File: src/rtl/mips_bus_pkg.sv
// Shared types and helpers for the fetch/data bus arbiter of mips_cpu_bus.
// Holds FSM/master encodings, the all-lanes byteenable constant and the round-robin pick.
package mips_bus_pkg;

    typedef enum logic [1:0] {
        IDLE  = 2'd0,
        ISSUE = 2'd1,
        RDATA = 2'd2
    } arb_state_t;

    typedef enum logic {
        FETCH = 1'b0,
        DATA  = 1'b1
    } master_t;

    // Wide enough for any supported DW; the top slices off the lanes it needs.
    localparam logic [127:0] BE_ALL = '1;

    // Sole requester wins; on a tie the master that was not served last wins.
    function automatic master_t rr_pick(input logic f_req, input logic d_req, input master_t last);
        master_t pick;
        pick = FETCH;
        if (f_req && d_req) begin
            pick = (last == FETCH) ? DATA : FETCH;
        end else if (d_req) begin
            pick = DATA;
        end
        return pick;
    endfunction

endpackage

File: src/rtl/mips_bus_arbiter.sv
// Round-robin arbiter sharing one memory-mapped bus between the CPU fetch and data ports.
// Honours slave waitrequest and returns read data one cycle after read acceptance.
module mips_bus_arbiter
    import mips_bus_pkg::*;
#(
    parameter int unsigned AW = 32,
    parameter int unsigned DW = 32
) (
    input  logic            clk,
    input  logic            reset,

    input  logic [AW-1:0]   i_address,
    input  logic            i_read,
    output logic            i_waitrequest,
    output logic [DW-1:0]   i_readdata,

    input  logic [AW-1:0]   d_address,
    input  logic            d_read,
    input  logic            d_write,
    input  logic [DW-1:0]   d_writedata,
    input  logic [DW/8-1:0] d_byteenable,
    output logic            d_waitrequest,
    output logic [DW-1:0]   d_readdata,

    output logic [AW-1:0]   address,
    output logic            read,
    output logic            write,
    output logic [DW-1:0]   writedata,
    output logic [DW/8-1:0] byteenable,
    input  logic            waitrequest,
    input  logic [DW-1:0]   readdata
);

    localparam int unsigned BW = DW / 8;

    arb_state_t state_q, state_d;
    master_t    grant_q, grant_d;
    master_t    last_q,  last_d;

    logic d_req;
    logic req_g;
    logic i_done;
    logic d_done;

    assign d_req = d_read | d_write;
    assign req_g = (grant_q == FETCH) ? i_read : d_req;

    // State, grant and round-robin history; last starts at DATA so fetch wins the first tie.
    always_ff @(posedge clk or negedge reset) begin
        if (!reset) begin
            state_q <= IDLE;
            grant_q <= FETCH;
            last_q  <= DATA;
        end else begin
            state_q <= state_d;
            grant_q <= grant_d;
            last_q  <= last_d;
        end
    end

    // Next state plus bus/master muxing; all bus outputs decode from state so reset clears them at once.
    always_comb begin
        state_d    = state_q;
        grant_d    = grant_q;
        last_d     = last_q;
        address    = '0;
        read       = 1'b0;
        write      = 1'b0;
        writedata  = '0;
        byteenable = '0;
        i_readdata = '0;
        d_readdata = '0;
        i_done     = 1'b0;
        d_done     = 1'b0;

        case (state_q)
            IDLE: begin
                if (i_read || d_req) begin
                    grant_d = rr_pick(i_read, d_req, last_q);
                    state_d = ISSUE;
                end
            end

            ISSUE: begin
                if (!req_g) begin
                    // Master withdrew its request: drop the transaction without completing it.
                    state_d = IDLE;
                end else if (grant_q == FETCH) begin
                    address    = i_address;
                    read       = 1'b1;
                    byteenable = BE_ALL[BW-1:0];
                    if (!waitrequest) begin
                        state_d = RDATA;
                    end
                end else begin
                    address    = d_address;
                    write      = d_write;
                    read       = ~d_write;
                    writedata  = d_write ? d_writedata : '0;
                    byteenable = d_byteenable;
                    if (!waitrequest) begin
                        if (d_write) begin
                            d_done  = 1'b1;
                            last_d  = DATA;
                            state_d = IDLE;
                        end else begin
                            state_d = RDATA;
                        end
                    end
                end
            end

            RDATA: begin
                if (grant_q == FETCH) begin
                    i_readdata = readdata;
                    i_done     = 1'b1;
                end else begin
                    d_readdata = readdata;
                    d_done     = 1'b1;
                end
                last_d  = grant_q;
                state_d = IDLE;
            end

            default: begin
                state_d = IDLE;
            end
        endcase
    end

    assign i_waitrequest = i_read & ~i_done;
    assign d_waitrequest = d_req & ~d_done;

endmodule
File: config.mk
export PLATFORM = sky130hd
export DESIGN_NAME = mips_bus_arbiter
export DESIGN_NICKNAME = d
export VERILOG_FILES = /design/src/rtl/mips_bus_pkg.sv /design/src/rtl/mips_bus_arbiter.sv
export SDC_FILE = /design/constraint.sdc
export NUM_CORES = 1
export LEC_CHECK = 0
export CAP_MARGIN = 20
export CORE_AREA = 5 5 102 104
export CTS_CLUSTER_DIAMETER = 40
export DETAILED_ROUTE_END_ITERATION = 8
export DIE_AREA = 0 0 107 109
export PLACE_DENSITY = 0.66
export SYNTH_ARGS = -nofsm -noshare
export SYNTH_HDL_FRONTEND = slang
export SYNTH_SLANG_ARGS = --single-unit
export TNS_END_PERCENT = 5
File: constraint.sdc
create_clock -name clk -period 3.6 [get_ports clk]
set_input_delay 0.72 -clock clk [delete_from_list [all_inputs] [get_ports clk]]
set_output_delay 0.72 -clock clk [all_outputs]
set_load 0.02 [all_outputs]
Word level (Yosys, flattened, before mapping)
Cells that the tools add are included.

Reduce and logical (&&, ||, !) cells: 7. Bitwise operators: 6. Div/mod/pow operators: 0. Eq/ne operators: 8. Multipliers: 0. Shift operators: 0. $lt $le $gt $ge: 0. Multiplexer cells: 44. Add/sub/neg operators: 0.

Operator list (count): $mux 32 (11); $mux 1 (21); $mux 2 (6); $mux 4 (3); $ne 2x2->1 const B (5); $reduce_and 5->1 (1); $pmux 1 s2 (2); $pmux 2 s2 (1); $reduce_and 2->1 (2); $ne 3x3->1 const B (1); $not 1->1 (3); $and 1x1->1 (2); $eq 2x1->1 const B (1); $eq 2x2->1 const B (1); $logic_not 2->1 (1); $reduce_bool 2->1 (1); $logic_and 1x1->1 (1); $logic_or 1x1->1 (1); $or 1x1->1 (1).

Bits in read-only memories: 0. Bits in writable memories: 0. Bits of input ports: 138. Logic and storage cells: 68. Bits in latches: 0. Register bits after elaboration: 4. Memories: 0.

Logic depth before layout (Yosys ltp)
Depth after elaboration: 7. Mapped depth: 7. Gate-level depth less buffers: 5.

Worst setup path before layout
OpenSTA, ideal clock, no wires.

Path type: input to output. Start: in i_read. End: out address[10]. Stages: 5. Setup slack: 1.169 ns. Buffers on the path: 2. Data arrival time: 1.711 ns. Required time: 2.880 ns. Cells stage by stage: o21ai_0 or2_2 buf_4 buf_2 nor2_1.

Word-level cells in the longest chain between the ends: 3.

RTL lines: from (decl) (line mips_bus_arbiter.sv:13) `input logic i_read,`; $mux 1 (line mips_bus_arbiter.sv:46) `assign req_g = (grant_q == FETCH) ? i_read : d_req;`; $mux 32 (line mips_bus_arbiter.sv:85) `if (!req_g) begin`; $mux 32 (line mips_bus_arbiter.sv:76) `case (state_q)`; to (decl) (line mips_bus_arbiter.sv:25) `output logic [AW-1:0] address,`.

No other way between the ends.

Worst setup path after layout
Start: in d_read. End: out address[28].

Word-level cells in the longest chain between the ends: 4.

RTL lines: from (decl) (line mips_bus_arbiter.sv:18) `input logic d_read,`; $or 1x1->1 (line mips_bus_arbiter.sv:45) `assign d_req = d_read | d_write;`; $mux 1 (line mips_bus_arbiter.sv:46); $mux 32 (line mips_bus_arbiter.sv:85); $mux 32 (line mips_bus_arbiter.sv:76).

No other way between the ends.

==> impl_metrics.ini <==
[synthesis]
ys_seq_area_share_pct = 6.81
synth_top_area_share_pct = 26.9
synth_ff_type = dfrtp_1
syn_nets = 367
synth_edf_count = 0
ys_ff_latch = 4
yosysWarnings = 0
synth_common_cells = and2_1, nor2_1, and3_1
syn_area_per_cell_um2 = 6.62
synth_top_area_cell = and2_1
synth.most_common_cell = and2_1
async_flop_share_pct = 100
synthTopCellsByArea = and2_1, mux2i_1, and3_1
synthCells = 225
syn_area_mm2 = 0.00149
synth_cell_types = 24

[global_routing]
grtUsageTotal_pct = 13.5
grt_pass1_vias = 2409
grt_pass1_wl_um = 12700
antenna_found_initial = 0
grt-ovfl-total = 0
grt_max_degree = 75

[clock_tree]
path_clk_slew_ns = 0.03
clockRootBuffer = clkbuf_8
clk_latency_ns = 0.22
clk_path_buf_depth = 2
cts_sinks = 4
cts_buffers = 3
cts_hold_buf = 0
h-tree-depth = 1
cts_tree = yes
postCtsSetupBuffers = 0
cts.repair.resized = 1

[worst_setup_path]
slowest_stage = clkdlybuf4s50_1
critPathLaunchType = input port
crit_path_end_kind = output port
worstPathCellList = clkdlybuf4s50_1 > nor3b_1 > or2_4 > nor2_1 > clkdlybuf4s50_1
path_max_fanout = 37
criticalPathCategory = in -> out
reg2reg_slack_ns = 1.80
worst_path_largest_cell_delay_ns = 0.56
cp_common_cell = clkdlybuf4s50_1
cp.required_ns = 2.88
crit_arrival_ns = 2.68

[drt]
dr.pass1.iters = 4
ant_nets = 0
wire_per_inst_um = 15.0
route.detailed.drc = 0
drt_iter0_markers = 77
vias = 2484
wl_um = 9040
via_per_inst = 4.13

[placement]
routabilityCongestion = 0.798
dp.final_hpwl_um = 7840
placed_area_mm2 = 0.00433
numPortBuffers = 273
pre_cts_ws_ns = -0.0114
placed_cells = 597

[layout]
fin_area_mm2 = 0.00438
fillCellCount = 941
seqCellArea_um2 = 103
area_growth_pct = 194
diodes = 0
multi_input_area_mm2 = 0.00127
nets = 630
drive_above_1_share_pct = 2.67
final_cells = 601
fin_util_pct = 46.3

[status]
outcome = complete, no violations

[timing]
rsz0062_at_grt = no
tightest_slew_ns = 0.410
drv_slew = 0
setup_ws_ns = 0.199
period_share_pct = 94.5
fmax_mhz = 294
slew_headroom_pct = 72.7
finalSetupViolCount = 0
min_period_ns = 3.40
hold_viol_final = 0
fin_worst_skew_ns = 0.00322
fin_tns_setup_ns = 0
holdWs_ns = 0.520

[pwr]
finalPower_mw = 1.95
ir_worst_vdd_mv = 0.304
p_per_area_mw_per_mm2 = 445
p_leak_nw = 1.90

[floorplan]
die_x_um = 107
dieArea_mm2 = 0.0117
rows = 36
io_pins = 274
core_mm2 = 0.00946
die_h_um = 109
start_util_pct = 15.7

[min_path]
hp-class = reg -> reg

[flow_run]
max_cap_viol_count = 0
-- final timing paths --
check	startpoint	endpoint	cells past startpoint
setup reg to reg	state_q[1]	state_q[0]	5
hold reg to reg	state_q[0]	state_q[0]	1
min in group asynchronous	reset	state_q[1]	1
hold / removal	state_q[0]	state_q[0]	1
max in group asynchronous	reset	last_q	1
setup / recovery	d_read	address[28]	5
-- registers in the layout, indices dropped and copies added, names as in the netlist --
name	count
state_q	2
last_q	1
grant_q	1
-- area by class of cell --
type                            count  area share (%)
Sequential cell                     4            2.34
Inverter                            7           0.600
Tap cell                          114            3.26
Clock buffer                        4            1.03
Timing Repair Buffer              280            63.8
Multi-Input combinational cell    192            28.9
-- report_power, final --
| group | leakage (nW) | internal, mW | switching [mW] |
|---|---|---|---|
| Clock | 0.0228 | 0.0758 | 0.0253 |
| Combinational | 1.83 | 0.863 | 0.896 |
| Sequential | 0.0461 | 0.0709 | 0.0197 |
-- routing by layer --
metal	GRT usage [%]	part of all wire, %	up-vias
li1	-	-	1267
met1	15.6	39	1078
met2	25.9	53	132
met3	3.02	7.6	7
met4	1.46	0.54	0
met5	0	0	-
-- cell families (layout without fill, tap and decap cells) --
logic type	after synthesis	count (layout)	synth area share [%]
AND/OR/NAND/NOR	141	141	53.4
multiplexers	33	33	22.3
buffers and inverters	29	291	8.24
AO/OA/AOI/OAI	14	14	5.97
adder cells (fa/ha/maj)	4	4	3.36
flip-flops	4	4	6.81
-- placed cells by master (no fill, tap or decap), drive strengths merged --
| cell | netlist | routed |
|---|---|---|
| a21oi | 7 | 7 |
| a22o | 3 | 3 |
| a32o | 1 | 1 |
| and2 | 65 | 65 |
| and3 | 33 | 33 |
| buf | 9 | 7 |
| clkbuf | 13 | 4 |
| clkdlybuf4s50 | 0 | 273 |
| dfrtp | 3 | 3 |
| dfstp | 1 | 1 |
| ha | 4 | 4 |
| inv | 7 | 7 |
| mux2 | 1 | 1 |
| mux2i | 32 | 32 |
| nand2 | 3 | 3 |
| nand2b | 1 | 1 |
| nor2 | 34 | 34 |
| nor2b | 2 | 2 |
| nor3b | 1 | 1 |
| o21ai | 2 | 2 |
| o31ai | 1 | 1 |
| or2 | 1 | 1 |
| or4b | 1 | 1 |
-- worst max-delay path, delay by kind of cell --
kind                   cells  cell delay, ns
and+or+nand+nor            3            0.95
buffers and inverters      2            0.99
Power figures use the tool's default switching activity.
==> patch (same flow settings) <==
Re-encode `arb_state_t` (3 states) as one-hot, 3 bits wide.
--- a/src/rtl/mips_bus_pkg.sv
+++ b/src/rtl/mips_bus_pkg.sv
@@ -4,6 +4,6 @@
 
-    typedef enum logic [1:0] {
-        IDLE  = 2'd0,
-        ISSUE = 2'd1,
-        RDATA = 2'd2
+    typedef enum logic [2:0] {
+        IDLE  = 3'b001,
+        ISSUE = 3'b010,
+        RDATA = 3'b100
     } arb_state_t;
Formal check against the unedited RTL: no difference found for any inputs over 10 cycles, from zero or initial values and one cycle with reset low; not proved beyond that.
==> patch against the original RTL <==
- sequential cell count up 1
- area after synthesis down 1.3%
- power down 30%
- design area down 0.29%
- clock power up 4%
- synthesized cell count up 4.4%
- routed wire length up 11%
- setup slack better by 0.14 ns
- critical path type unchanged
- largest power group unchanged
==> patch: results (changes against the original RTL) <==
| Metric | This run | Unit | Delta |
|---|---|---|---|
| Largest net degree at the start of global routing | 68 | - | was 75 |
| Vias in the first global route | 2,809 | - | was 2,409 |
| Gp weighted congestion | 0.803 | - | was 0.798 |
| Endpoint, Worst Hold | last_q$_DFFE_PN1P_ | - | was state_q[0]$_DFFE_PN0P_ |
| Wire length per cell | 16.6 | um | was 15.0 um |
| Status | complete, no violations | - | unchanged |
| Post-synthesis net count | 373 | - | was 367 |
| R2R setup slack | 2.09 | ns | was 1.80 ns |
| Final non-filler cell total | 606 | - | was 601 |
| Sequential share of the synthesized area | 8.68 | % | was 6.81% |
| Largest driver fanout on the critical path | 32 | - | was 37 |
| Share of post-route cells with drive strength above 1 | 4.07 | % | was 2.67% |
| Routed length on met1 | 3.91 | mm | was 3.53 mm |
| Largest regs | state_q (3), grant_q (1), last_q (1) | - | was state_q (2), grant_q (1), last_q (1) |
| Number of distinct library cells after synthesis | 30 | - | was 24 |
| Area contributors post-synth | sky130_fd_sc_hd__and3_1 28%, sky130_fd_sc_hd__a22oi_1 16%, sky130_fd_sc_hd__and2_1 14% | - | was sky130_fd_sc_hd__and2_1 27%, sky130_fd_sc_hd__mux2i_1 22%, sky130_fd_sc_hd__and3_1 14% |
| Total of fill cells in the finished design | 966 | - | was 941 |
| GRT Resource Usage Total | 15.6 | % | was 13.5% |
| Wire length of the first global-routing pass | 14.8 | mm | was 12.7 mm |
| Instance count along the most critical hold path | 2 | - | was 1 |
| # nets final | 631 | - | was 630 |
| Largest vdd supply drop | 209 | uV | was 304 uV |
| Placed inst area | 4320 | um2 | was 4330 um2 |
| Post-Route Skew | 0.0000498 | ns | was 0.00322 ns |
| Placed instance count | 602 | - | was 597 |
| Commonest cells in the synthesized netlist | 65 x sky130_fd_sc_hd__and3_1, 40 x sky130_fd_sc_hd__nor2_1, 34 x sky130_fd_sc_hd__and2_1, 32 x sky130_fd_sc_hd__a22oi_1, 16 x sky130_fd_sc_hd__clkbuf_1 | - | was 64 x sky130_fd_sc_hd__and2_1, 34 x sky130_fd_sc_hd__nor2_1, 33 x sky130_fd_sc_hd__and3_1, 32 x sky130_fd_sc_hd__mux2i_1, 13 x sky130_fd_sc_hd__clkbuf_1 |
| Final instance area | 4370 | um2 | was 4380 um2 |
==> patch: cell count changes after synthesis, moves of 3 or more <==
cell,change
sky130_fd_sc_hd__ha_1,-4
sky130_fd_sc_hd__clkbuf_1,+3
sky130_fd_sc_hd__and3_1,+32
sky130_fd_sc_hd__inv_1,-7
sky130_fd_sc_hd__mux2i_1,-32
sky130_fd_sc_hd__nor2_1,+6
sky130_fd_sc_hd__a22oi_1,+32
sky130_fd_sc_hd__and2_1,-30
sky130_fd_sc_hd__a22o_1,-3
sky130_fd_sc_hd__buf_2,+3
==> patch: worst max-delay path by stage <==
stage | endpoint | slack [ns] | cells past startpoint
finish | address[31] | 0.34 | 6
global placement | address[0] | 0.38 | 6
detailed placement | address[27] | 0.36 | 6
floorplan | address[10] | 1.43 | 4
CTS | address[27] | 0.34 | 6
global route | address[30] | 0.24 | 6
==> patch: worst register-to-register path, cell delays in order (launching register included) <==
cell                      delay (ns)
sky130_fd_sc_hd__dfrtp_1        0.53
sky130_fd_sc_hd__inv_2          0.48
sky130_fd_sc_hd__buf_4          0.28
sky130_fd_sc_hd__o21ai_0        0.10
==> patch: area by class of cell <==
cell class              count  share of cell area [%]
clock buffers               4                    1.03
inverters                   1                  0.0859
multi-input cells         200                    28.0
flip-flops and latches      5                    2.92
well taps                 114                    3.26
repair buffers            282                    64.7
==> patch: cells by family (layout without fill, tap and decap cells) <==
kind of cell	count (synthesis)	after routing	synth area share [%]
flops	5	5	8.68
compound gates	46	46	22.3
simple gates	154	154	59.8
buf+inv	30	287	9.19
==> patch: power by group <==
part | switching [mW] | internal [mW]
clock | 0.0285 | 0.0761
sequential | 0.0440 | 0.0864
combinational | 0.593 | 0.532
==> patch: routing by layer <==
metal	GRT usage [%]	vias to the layer above
met1	17.8	1262
met3	4.62	8
met2	29.2	127
met5	0	-
met4	2.47	0
li1	-	1348
==> patch: per-stage QoR <==
step | hold WS (ns) | total power [mW] | setup WS, ns
final | 0.558 | 1.36 | 0.342
after global routing | 0.594 | 1.47 | 0.242
after CTS | 0.559 | 1.38 | 0.340
after detailed placement | 0.559 | 1.26 | 0.361
after global placement | 0.537 | 1.24 | 0.382
after floorplan | 0.424 | 0.713 | 1.43
